[src/rtl/lcd_ctrl.sv]
// HD44780-style 8-bit write-only LCD bus sequencer: timed power-up, fixed init
// command list, then one timed setup/E-pulse/hold/execute transaction per request.
module lcd_ctrl #(
  parameter int unsigned POWERUP_CYC = 1500000,
  parameter int unsigned SETUP_CYC   = 5,
  parameter int unsigned E_CYC       = 25,
  parameter int unsigned HOLD_CYC    = 5,
  parameter int unsigned EXEC_CYC    = 4000,
  parameter int unsigned CLEAR_CYC   = 160000
) (
  input  logic       clk,
  input  logic       rst,
  input  logic       i_req,
  input  logic       i_rs,
  input  logic [7:0] i_data,
  output logic       o_ready,
  output logic       o_init_done,
  output logic [7:0] lcd_data,
  output logic       lcd_e,
  output logic       lcd_rs,
  output logic       lcd_rw
);

  localparam int unsigned MAX_A   = (POWERUP_CYC > CLEAR_CYC) ? POWERUP_CYC : CLEAR_CYC;
  localparam int unsigned MAX_B   = (EXEC_CYC > E_CYC) ? EXEC_CYC : E_CYC;
  localparam int unsigned MAX_C   = (SETUP_CYC > HOLD_CYC) ? SETUP_CYC : HOLD_CYC;
  localparam int unsigned MAX_AB  = (MAX_A > MAX_B) ? MAX_A : MAX_B;
  localparam int unsigned MAX_CYC = (MAX_AB > MAX_C) ? MAX_AB : MAX_C;
  localparam int unsigned CNT_W   = $clog2(MAX_CYC + 1);
  localparam int unsigned IDX_W   = 2;

  typedef enum logic [2:0] {PWRUP, SETUP, PULSE, HOLD, EXEC, IDLE} state_t;

  state_t             state, state_d;
  logic [CNT_W-1:0]   cnt, cnt_d, lim;
  logic [IDX_W-1:0]   idx, idx_d;
  logic               e_d, rs_d, ready_d, done_d;
  logic [7:0]         data_d;
  logic               is_clear, cnt_last;

  // Fixed power-on command list: function set, display on, entry mode, clear.
  function automatic logic [7:0] init_cmd(input logic [IDX_W-1:0] i);
    case (i)
      2'd0:    init_cmd = 8'h38;
      2'd1:    init_cmd = 8'h0C;
      2'd2:    init_cmd = 8'h06;
      default: init_cmd = 8'h01;
    endcase
  endfunction

  assign lcd_rw   = 1'b0;
  // Clear and home (0x01..0x03) need the long execute wait.
  assign is_clear = !lcd_rs && (lcd_data[7:2] == 6'd0) && (lcd_data != 8'd0);

  always_comb begin
    lim = '0;
    case (state)
      PWRUP:   lim = CNT_W'(POWERUP_CYC - 1);
      SETUP:   lim = CNT_W'(SETUP_CYC - 1);
      PULSE:   lim = CNT_W'(E_CYC - 1);
      HOLD:    lim = CNT_W'(HOLD_CYC - 1);
      EXEC:    lim = is_clear ? CNT_W'(CLEAR_CYC - 1) : CNT_W'(EXEC_CYC - 1);
      default: lim = '0;
    endcase
  end

  assign cnt_last = (cnt == lim);

  always_comb begin
    state_d = state;
    cnt_d   = cnt + CNT_W'(1);
    idx_d   = idx;
    e_d     = lcd_e;
    rs_d    = lcd_rs;
    data_d  = lcd_data;
    ready_d = o_ready;
    done_d  = o_init_done;
    case (state)
      PWRUP: if (cnt_last) begin
        state_d = SETUP;
        cnt_d   = '0;
        rs_d    = 1'b0;
        data_d  = init_cmd(idx);
      end
      SETUP: if (cnt_last) begin
        state_d = PULSE;
        cnt_d   = '0;
        e_d     = 1'b1;
      end
      PULSE: if (cnt_last) begin
        state_d = HOLD;
        cnt_d   = '0;
        e_d     = 1'b0;
      end
      HOLD: if (cnt_last) begin
        state_d = EXEC;
        cnt_d   = '0;
      end
      EXEC: if (cnt_last) begin
        cnt_d = '0;
        if (!o_init_done && (idx != IDX_W'(3))) begin
          idx_d   = idx + IDX_W'(1);
          rs_d    = 1'b0;
          data_d  = init_cmd(idx + IDX_W'(1));
          state_d = SETUP;
        end else begin
          done_d  = 1'b1;
          ready_d = 1'b1;
          state_d = IDLE;
        end
      end
      IDLE: begin
        cnt_d = '0;
        if (i_req && o_ready) begin
          rs_d    = i_rs;
          data_d  = i_data;
          ready_d = 1'b0;
          state_d = SETUP;
        end
      end
      default: begin
        state_d = PWRUP;
        cnt_d   = '0;
        e_d     = 1'b0;
        ready_d = 1'b0;
      end
    endcase
  end

  always_ff @(posedge clk or negedge rst) begin
    if (!rst) begin
      state       <= PWRUP;
      cnt         <= '0;
      idx         <= '0;
      lcd_e       <= 1'b0;
      lcd_rs      <= 1'b0;
      lcd_data    <= 8'h00;
      o_ready     <= 1'b0;
      o_init_done <= 1'b0;
    end else begin
      state       <= state_d;
      cnt         <= cnt_d;
      idx         <= idx_d;
      lcd_e       <= e_d;
      lcd_rs      <= rs_d;
      lcd_data    <= data_d;
      o_ready     <= ready_d;
      o_init_done <= done_d;
    end
  end

endmodule

[config.mk]
export PLATFORM = sky130hd
export DESIGN_NAME = lcd_ctrl
export DESIGN_NICKNAME = d
export VERILOG_FILES = /design/src/rtl/lcd_ctrl.sv
export SDC_FILE = /design/constraint.sdc
export NUM_CORES = 1
export LEC_CHECK = 0
export ABC_AREA = 1
export BUFFER_PORTS_ARGS = -buffer_cell sky130_fd_sc_hd__buf_2
export CAP_MARGIN = 20
export CORE_AREA = 2 2 97 99
export CTS_CLUSTER_SIZE = 10
export DETAILED_ROUTE_END_ITERATION = 10
export DIE_AREA = 0 0 99 101
export PLACE_DENSITY = 0.52
export SYNTH_ARGS = -nofsm -noshare
export SYNTH_HDL_FRONTEND = slang
export SYNTH_SLANG_ARGS = --single-unit
[constraint.sdc]
create_clock -name clk -period 4.9 [get_ports clk]
set_input_delay 0.245 -clock clk [delete_from_list [all_inputs] [get_ports clk]]
set_output_delay 0.245 -clock clk [all_outputs]
set_load 0.005 [all_outputs]
==> results.json <==
{
  "synthSimpleGateAreaFrac_pct": 41.8,
  "grt_pass1_wl_um": 10400,
  "grt_max_degree": 39,
  "grt_usage_pct": 13.0,
  "min_path_type": "in2async",
  "min_period_ps": 2210,
  "ctsResizeCount": 0,
  "cts_tree": "yes",
  "synth_mux_area_share_pct": 0,
  "critical_path_required_ps": 5090,
  "route.antenna.remaining_nets": 0,
  "syn_to_final_growth_pct": 13.6,
  "path_max_fanout": 23,
  "endpoint_kind": "flop",
  "route.met2.wl_um": 2730,
  "yosysSeqAreaShare_pct": 37.6,
  "final_util_pct": 32.0,
  "first_pass_iters": 4,
  "final_common_cell": "nand2_1",
  "netlist_instances": 351,
  "num_vias": 2224,
  "io_buffers": 23,
  "status": "complete, no violations",
  "cts_root_buf": "clkbuf_8",
  "tns_ps": 0,
  "routed_via_density": 4.56,
  "dp_slack_ps": 2670,
  "wl_um": 6080,
  "power_density_nw_per_um2": 231,
  "cellLeakagePower_nw": 1.48,
  "rows": 35,
  "start_util_pct": 28.2,
  "final-setup-viol-count": 0,
  "timing.final.ws_setup_ps": 2690,
  "wl_met1_um": 3040,
  "diodes": 0,
  "htreeDepth": 2,
  "drtIter0Drc": 111,
  "synth_seq_cells": 38,
  "cts_max_path_buffers": 2,
  "power_mw": 0.664,
  "cts_setup_buffers": 0,
  "syn_area_sq_um": 2530,
  "hold_viol": 0,
  "die_width_um": 99,
  "clk_pin_slew_worst_paths_ps": 80,
  "tightest_slew_ps": 886,
  "mostFrequentLayoutCells": "nand2_1, nor2_1, inv_1, nand3_1, dfrtp_1",
  "grt-ovfl-total": 0,
  "die_h_um": 101,
  "synth.net_count": 370,
  "clock_latency_ps": 300,
  "cts.sinks": 38,
  "grt_pass1_vias": 2134,
  "cts-hold-fix-buffers": 0,
  "fmax_mhz": 452,
  "route.detailed.wl_per_inst_um": 12.5,
  "routabilityCongestion": 0.842,
  "syn_area_per_cell_sq_um": 7.21,
  "timing.final.crit_share_pct": 45.2,
  "skew_ps": 8.57,
  "wl_met3_um": 241,
  "slew_headroom_pct": 40.9,
  "multi_input_area_sq_um": 1350,
  "yosysUniqueCellTypes": 35,
  "final_layout_size_suffix_gt1_share_pct": 15.1,
  "synthAdderAreaFrac_pct": 3.46,
  "synth-compound-area-share_pct": 3.81,
  "seq_area_sq_um": 951,
  "nets": 395,
  "fillers": 958,
  "top_layer": "met4",
  "synth_top_family_by_area": "simple AND/OR/NAND/NOR gates",
  "pin_count": 25,
  "final_max_slew_viol_count": 0,
  "place_hpwl_um": 4610,
  "numCtsBuffers": 5,
  "drc": 0,
  "critPathLaunchType": "flop",
  "ir_worst_vdd_mv": 0.102,
  "crit_type": "reg2reg",
  "max_cap_violations": 0,
  "antenna_found_initial": 0,
  "synth_xor_area_share_pct": 4.15,
  "arrival_ps": 2400,
  "fp.coreArea_sq_um": 8980,
  "yosysWarnings": 0,
  "rsz0062_at_grt": "no",
  "dieArea_sq_um": 10000
}
-- synthesized netlist by cell type (all sizes together) --
cell,instances,area (sq um)
o211ai,1,7.51
a31oi,1,6.26
buf,5,52.5
conb,1,3.75
xor2,10,87.6
dfrtp,38,951
nand3,42,220
nand4,7,43.8
o21bai,2,15.0
o22ai,1,6.26
a21boi,1,7.51
nand3b,1,7.51
or3,1,6.26
nor3,10,61.3
ha,7,87.6
inv,46,175
nand2,110,465
and3,1,6.26
nor2,53,240
o21ai,7,35.0
xnor2,2,17.5
a21oi,3,18.8
nor3b,1,7.51
-- cell type report --
class | instances | area share (%)
Clock buffer | 6 | 2.87
Clock inverter | 2 | 2.09
Inverter | 46 | 6.09
Multi-Input combinational cell | 262 | 47.0
Sequential cell | 38 | 33.1
Tap cell | 111 | 4.83
Timing Repair Buffer | 23 | 4.01
-- path summary, 6_finish.rpt --
path	end	cells after the start	slack, ps	from
max	state[1]	14	2690	state[1]
min	o_ready	1	60	rst
max in group asynchronous	cnt[19]	1	4280	rst
min reg2reg	cnt[0]	1	490	cnt[0]
max reg2reg	state[1]	14	2690	state[1]
min in group clk	lcd_rs	5	280	i_rs
-- metrics by stage --
stage | hold slack, ps | area (sq um) | cells
floorplan | -50.6 | 2530 | 351
global placement | 429 | 2730 | 480
detailed placement | 434 | 2730 | 480
CTS | 104 | 2870 | 488
global route | 141 | 2870 | 488
finish | 64.4 | 2870 | 488
-- registers in the layout (all words and copies together), names as in the netlist --
signal       flops
idx              2
state            3
cnt             21
o_init_done      1
lcd_e            1
lcd_rs           1
lcd_data         8
o_ready          1
-- critical path: stages, from the launching register on --
cell and delay (ps):
dfrtp_1 510, nor2_8 240, nand2_4 90, inv_2 170, nand3_2 150, nand2_1 100, nand2_1 50, nand2_1 70
inv_2 30, nor2_2 160, nand2_4 110, nand2_4 230, nand2_1 90, nand2_1 60, nand2_1 50
-- routing by layer --
layer	track usage, %	up-vias
li1	-	1149
met1	17.8	1037
met2	20.5	33
met3	2.98	5
met4	4.32	0
met5	0	-
-- power breakdown --
group / leakage (nW) / internal [mW] / switching [mW]
sequential: 0.506 / 0.313 / 0
combinational: 0.899 / 0.00323 / 0.00798
clock: 0.0714 / 0.217 / 0.122
-- kinds of logic after synthesis --
kind of cell    Yosys count
compound gates           16
xor+xnor                 12
simple gates            226
fa+ha+maj                 7
other cells               1
buf+inv                  51
flops                    38
No activity file was read; power rests on OpenSTA's default activity.
